[src/rtl/vga_scan_ctrl.sv]
// vga_scan_ctrl: pixel divider, scan counters, registered sync/visible decode
// and a once-per-frame board snapshot taken at the start of vertical blank.
// The sync, valid and pulse outputs are registered from the next counter
// values, so they line up with x_cnt/y_cnt in the same cycle.
module vga_scan_ctrl #(
  parameter int CLK_DIV    = 4,
  parameter int H_VISIBLE  = 640,
  parameter int H_FRONT    = 16,
  parameter int H_SYNC     = 96,
  parameter int H_BACK     = 48,
  parameter int V_VISIBLE  = 480,
  parameter int V_FRONT    = 10,
  parameter int V_SYNC     = 2,
  parameter int V_BACK     = 33,
  parameter int BOARD_SIZE = 200
) (
  input  logic                  clk,
  input  logic                  rst,
  input  logic [BOARD_SIZE-1:0] board_in,
  output logic [BOARD_SIZE-1:0] board_out,
  output logic [9:0]            x_cnt,
  output logic [9:0]            y_cnt,
  output logic                  hsync,
  output logic                  vsync,
  output logic                  valid,
  output logic                  pix_tick,
  output logic                  frame_start,
  output logic                  vblank_start
);

  // Totals must fit the 10-bit counters; CLK_DIV must be at least 1.
  localparam int H_TOTAL = H_VISIBLE + H_FRONT + H_SYNC + H_BACK;
  localparam int V_TOTAL = V_VISIBLE + V_FRONT + V_SYNC + V_BACK;
  localparam int DIV_W   = (CLK_DIV > 1) ? $clog2(CLK_DIV) : 1;

  localparam logic [DIV_W-1:0] DIV_MAX = DIV_W'(CLK_DIV - 1);
  localparam logic [9:0] H_MAX  = 10'(H_TOTAL - 1);
  localparam logic [9:0] V_MAX  = 10'(V_TOTAL - 1);
  localparam logic [9:0] H_VIS  = 10'(H_VISIBLE);
  localparam logic [9:0] V_VIS  = 10'(V_VISIBLE);
  localparam logic [9:0] HS_BEG = 10'(H_VISIBLE + H_FRONT);
  localparam logic [9:0] HS_END = 10'(H_VISIBLE + H_FRONT + H_SYNC);
  localparam logic [9:0] VS_BEG = 10'(V_VISIBLE + V_FRONT);
  localparam logic [9:0] VS_END = 10'(V_VISIBLE + V_FRONT + V_SYNC);

  logic [DIV_W-1:0]      div_q, div_d;
  logic                  tick_q, tick_d;
  logic [9:0]            x_q, x_d;
  logic [9:0]            y_q, y_d;
  logic                  hsync_q, hsync_d;
  logic                  vsync_q, vsync_d;
  logic                  valid_q, valid_d;
  logic                  frame_q, frame_d;
  logic                  vblank_q, vblank_d;
  logic [BOARD_SIZE-1:0] board_q, board_d;

  // Next-state: divider, scan counters and decode of the next counter values.
  // tick_q is registered so it reads 0 in the cycle after reset even when
  // CLK_DIV is 1; the counters step on the edge that ends a tick cycle.
  always_comb begin
    div_d    = (div_q == DIV_MAX) ? '0 : div_q + 1'b1;
    tick_d   = (div_d == DIV_MAX);
    x_d      = x_q;
    y_d      = y_q;
    if (tick_q) begin
      if (x_q == H_MAX) begin
        x_d = '0;
        y_d = (y_q == V_MAX) ? '0 : y_q + 10'd1;
      end else begin
        x_d = x_q + 10'd1;
      end
    end
    hsync_d  = !((x_d >= HS_BEG) && (x_d < HS_END));
    vsync_d  = !((y_d >= VS_BEG) && (y_d < VS_END));
    valid_d  = (x_d < H_VIS) && (y_d < V_VIS);
    // Pulses only on the edge that actually enters the position.
    frame_d  = tick_q && (x_d == '0) && (y_d == '0);
    vblank_d = tick_q && (x_d == '0) && (y_d == V_VIS);
    board_d  = vblank_d ? board_in : board_q;
  end

  // State register with synchronous reset; reset-entered (0,0) issues no pulse.
  always_ff @(posedge clk) begin
    if (rst) begin
      div_q    <= '0;
      tick_q   <= 1'b0;
      x_q      <= '0;
      y_q      <= '0;
      hsync_q  <= 1'b1;
      vsync_q  <= 1'b1;
      valid_q  <= 1'b1;
      frame_q  <= 1'b0;
      vblank_q <= 1'b0;
      board_q  <= '0;
    end else begin
      div_q    <= div_d;
      tick_q   <= tick_d;
      x_q      <= x_d;
      y_q      <= y_d;
      hsync_q  <= hsync_d;
      vsync_q  <= vsync_d;
      valid_q  <= valid_d;
      frame_q  <= frame_d;
      vblank_q <= vblank_d;
      board_q  <= board_d;
    end
  end

  assign board_out    = board_q;
  assign x_cnt        = x_q;
  assign y_cnt        = y_q;
  assign hsync        = hsync_q;
  assign vsync        = vsync_q;
  assign valid        = valid_q;
  assign pix_tick     = tick_q;
  assign frame_start  = frame_q;
  assign vblank_start = vblank_q;

endmodule

[config.mk]
export PLATFORM = sky130hd
export DESIGN_NAME = vga_scan_ctrl
export DESIGN_NICKNAME = d
export VERILOG_FILES = /design/src/rtl/vga_scan_ctrl.sv
export SDC_FILE = /design/constraint.sdc
export NUM_CORES = 1
export LEC_CHECK = 0
export CAP_MARGIN = 20
export CORE_UTILIZATION = 35
export DETAILED_ROUTE_END_ITERATION = 16
export PLACE_DENSITY = 0.67
export SLEW_MARGIN = 15
export SYNTH_ARGS = -nofsm -noshare
export SYNTH_HDL_FRONTEND = slang
export SYNTH_SLANG_ARGS = --single-unit
[constraint.sdc]
create_clock -name clk -period 3.5 [get_ports clk]
set_clock_uncertainty 0.1 [all_clocks]
set_input_delay 0.7 -clock clk [delete_from_list [all_inputs] [get_ports clk]]
set_output_delay 0.7 -clock clk [all_outputs]
set_load 0.05 [all_outputs]
* Yosys cells after proc, flatten, opt, wreduce, memory -nomap -nowiden
Index checks and enable logic that the tools add are counted.
Word-level totals: register bits after elaboration 228, input port bits 202, output and inout port bits 226, word-level logic and storage cells 40
Cells by class: $add $sub $neg 3, order comparisons 6, eq/ne operators 5, multiplexer cells 6, reduce and logical (&&, ||, !) cells 10
Operator list (count):
- $mux W10 | 5
- $add A10 B1 Y10 const B | 2
- $eq A10 B10 Y1 const B | 2
- $logic_not A10 Y1 | 2
- $lt A10 B10 Y1 const B | 2
- $lt A10 B9 Y1 const B | 2
- $eq A10 B9 Y1 const B | 1
- $ge A10 B10 Y1 const B | 1
- $ge A10 B9 Y1 const B | 1
- $logic_and A1 B1 Y1 | 6
- $eq A2 B2 Y1 const B | 2
- $add A2 B1 Y2 const B | 1
- $logic_not A1 Y1 | 2
- $mux W2 | 1

* Longest topological paths before layout
depth after elaboration 7, mapped depth 11, gate-level depth less buffers 9

* Worst setup path before layout
OpenSTA, ideal clock, no wires.
path kind reg2reg, start register x_q[0] (netlist: x_cnt[0]), end register board_q[0] (netlist: board_out[0]), library setup time 0.072 ns, data arrival time 3.259 ns, data required time 3.328 ns, slack 0.070 ns, cell stages (with the launch flop) 12, path buffers 3, clock period less this slack 3.430 ns, path through dfxtp_1 > ha_1 > nand4b_4 > or4_4 > buf_6 > o21ai_1 > o21ai_1 > or3_4 > nor3_4 > buf_12 > buf_12 > mux2i_1
On the way: longest elaborated chain between the ends 6, elaborated cells between the ends (all ways) 10, classes of those cells add/sub: 1; eq/ne: 2; mux: 4; reduce/logical: 3
RTL lines:
- from (decl) | line 48 | logic [9:0] x_q, x_d;
- from (signal assigned) | line 87 | x_q <= '0;
- from (signal assigned) | line 98 | x_q <= x_d;
- $add A10 B1 Y10 / $eq A10 B10 Y1 (equally long branches) | line 70, 66
- $mux W10 | line 66 | if (x_q == H_MAX) begin
- $mux W10 | line 65 | if (tick_q) begin
- $logic_not A10 Y1 | line 78 | vblank_d = tick_q && (x_d == '0) && (y_d == V_VIS);
- $logic_and A1 B1 Y1 | line 78
- $logic_and A1 B1 Y1 (*) | line 78
- to (signal assigned) | line 105 | board_q <= board_d;
- to (decl) | line 55 | logic [BOARD_SIZE-1:0] board_q, board_d;
Mark *: on every way between the ends. The rest lies on a longest branch, timed or not. A chain may end at the register's enable or synchronous reset.

* Worst setup path in the final report
start register x_q[1] (netlist: x_cnt[1]), end register board_q[34] (netlist: board_out[34])
Same word-level chain as after synthesis.

==> flow_summary.yaml <==
grt:
  grt_pass1_wl_um: 47000
  overflow: 0
  gr-usage-all-layers_pct: 19.2
  antenna_found_initial: 5
  grt_max_degree: 152
  grt_pass1_vias: 8162
detailed_routing:
  wl_per_cell_um: 17.1
  dr.pass1.iters: 4
  remaining_drc_errors: 0
  drtAntennaViolNets: 0
  dr.first_iter.drc_count: 365
  vias: 8558
  totalWireLength_um: 32100
  viasPerCell: 4.56
final_layout:
  fin_cells: 1876
  drive_gt1_share_pct: 5.33
  fin_util_pct: 53.5
  fin_area_um2: 16000
  areaGrowthSynthToFinish_pct: 49.1
  nets: 1673
sta:
  fin_tns_setup_ps: 0
  fin_ws_ps: 243
  worst_slew_pin_slew_ps: 767
  finalCritPeriodShare_pct: 93.1
  min_period_ps: 3260
  holdWs_ps: 360
  hold_violations: 0
  rsz0062_at_grt: "false"
  relSlewSlack_pct: 48.9
  fmax_mhz: 307
  finalMaxSlewViolations: 0
  setup_viol_count_final: 0
yosys:
  postSynthAreaPerCell_um2: 10.1
  syn_nets: 1270
  netlist_instances: 1063
  synth_edf_count: 0
  yosys.area.top_type: "dfxtp_1"
  ys_seq_area_share_pct: 42.5
  synth-seq-cells: 228
  ys.flop_type: "dfxtp_1"
  synthTopCellsByArea: "dfxtp_1, nand2b_1, mux2i_1, buf_12, clkbuf_1"
  ys_types: 53
  synth-async-reset-ratio_pct: 0
  synth_area_um2: 10700
  yosysTopAreaCellShare_pct: 42.5
  yosysWarnings: 0
worst_setup_path:
  cp.arrival_ps: 3620
  crit_buf_inv: 2
  cp_max_fo: 36
  cp-start-kind: "flip-flop"
  crit_type: "flip-flop to flip-flop"
  cp_common_cell: "o21ai_0"
  endpoint_kind: "flip-flop"
  crit_required_ps: 3870
  crit_slowest_cell: "or4_4"
  cp_cell_sequence: "ha_2 > nand4b_4 > or4_4 > o21ai_0 > o21ai_0 > or3_4 > nor3_4 > buf_12 > buf_16 > mux2i_1"
  critPathTopFamily: "simple AND/OR/NAND/NOR gates"
  max_stage_delay_ps: 600
clock_tree:
  postCtsSetupBuffers: 0
  clock_latency_ps: 540
  cts_num_sinks: 228
  ctsRootBufferMaster: "clkbuf_16"
  cts_buffers: 27
  cts.clk_slew.worst_paths_ps: 60
  cts_buffer_depth: 3
  cts_tree: "done"
  h-tree-depth: 1
place:
  globalplace.congestion: 0.854
  dp_cells: 1827
  port_buffers: 427
  pre_cts_slack_ps: 163
  postPlaceCellArea_um2: 15100
  dp_hpwl_um: 23600
die:
  die-area_um2: 31400
  rows: 63
  coreArea_um2: 30000
  io_pins: 428
  die_width_um: 177
  die_h_um: 177
  initial_core_util_pct: 35.9
pwr:
  ir_worst_vdd_uv: 328
  power.total_mw: 5.81
  p_leak_nw: 5.42
  p_per_area_nw_per_um2: 363
outcome:
  status: "complete, no violations"
hold_path:
  hp-class: "flip-flop to flip-flop"
run:
  drv_cap: 0
final cells by class:
| type | instances | area (um2) |
|---|---|---|
| fillers | 2713 | 13900 |
| multi-input cells | 751 | 5490 |
| repair buffers | 453 | 4590 |
| flip-flops and latches | 228 | 4570 |
| clock buffers | 41 | 798 |
| well taps | 390 | 488 |
| clock inverters | 5 | 67.6 |
| inverters | 5 | 18.8 |
| diodes | 3 | 7.51 |
repair_timing:
item / CTS / global route
hold buffers: 0 / 0
gates resized for setup: 0 / 4
endpoints found under the setup margin: 0 / 51
per-layer routing:
metal / routed length [um] / part of all wire, % / global-route usage, % / vias to the layer above
met3: 2700 / 8.4 / 5.61 / 54
met4: 927 / 2.9 / 6.39 / 4
met1: 12700 / 40 / 22.2 / 3948
met5: 27 / 0.084 / 0 / -
met2: 15700 / 49 / 33.7 / 262
li1: - / - / - / 4290
power by group:
part / total, mW / switching (mW) / internal [mW]
Sequential: 2.61 / 0.00718 / 2.60
Combinational: 0.453 / 0.144 / 0.310
Clock: 2.75 / 1.11 / 1.64
path summary, 6_finish.rpt:
kind / from / end / slack (ps) / cells after the start
min reg2reg: div_q[0]$_SDFF_PP0_ / div_q[0]$_SDFF_PP0_ / 360 / 1
max: x_cnt[1]$_SDFF_PP0_ / board_out[34]$_SDFFE_PP0P_ / 240 / 10
max reg2reg: x_cnt[1]$_SDFF_PP0_ / board_out[34]$_SDFFE_PP0P_ / 240 / 10
min: div_q[0]$_SDFF_PP0_ / div_q[0]$_SDFF_PP0_ / 360 / 1
cell usage after synthesis, types with 2 or more instances:
master and n:
buf_12 22, o21ai_0 4, xor2_1 8, mux2i_1 201
dfxtp_1 228, nand3_1 10, a211oi_1 2, o21ai_1 2
nor3_1 11, ha_1 5, nand2_1 17, o21a_1 2
nor2_1 27, inv_1 5, xnor2_1 6, buf_2 4
o211ai_1 2, nand2b_1 402, and3_1 2, nand4b_1 2
a31oi_1 4, buf_6 2, and4_1 2, a21oi_1 8
clkbuf_1 50, nand4_1 5, nor2b_1 3, nor3_2 2
logic make-up after synthesis:
| family | count (synthesis) | synth area share, % |
|---|---|---|
| adders and majority gates | 5 | 0.582 |
| muxes | 201 | 18.7 |
| buffers and inverters | 84 | 6.48 |
| DFF | 228 | 42.5 |
| xor gates and xnor gates | 14 | 1.14 |
| AOI/OAI and AO/OA | 33 | 2.07 |
| and+or+nand+nor | 498 | 28.5 |
state kept, by name (all words and copies together), names as in the netlist:
register / cells
board_out: 200
div_q: 2
frame_start: 1
hsync: 1
pix_tick: 1
valid: 1
vblank_start: 1
vsync: 1
x_cnt: 10
y_cnt: 10
worst register-to-register path: stages (launching register included):
cell and delay [ps]:
dfxtp_2 380, ha_2 220, nand4b_4 130, or4_4 600
o21ai_0 250, o21ai_0 120, or3_4 430, nor3_4 230
buf_12 220, buf_16 280, mux2i_1 240
cell usage in the layout, fill, tap and decap left out, types with 7 or more instances in the layout:
cell             instances
nand2b_1               402
clkbuf_1                 7
nor2_1                  27
clkbuf_8                 8
clkbuf_16               27
buf_4                   18
xor2_1                   8
dfxtp_1                227
mux2i_1                201
a21oi_1                  8
clkdlybuf4s50_1        426
nand3_1                 10
nor3_1                  11
nand2_1                 17
No activity file was read; power rests on OpenSTA's default activity.
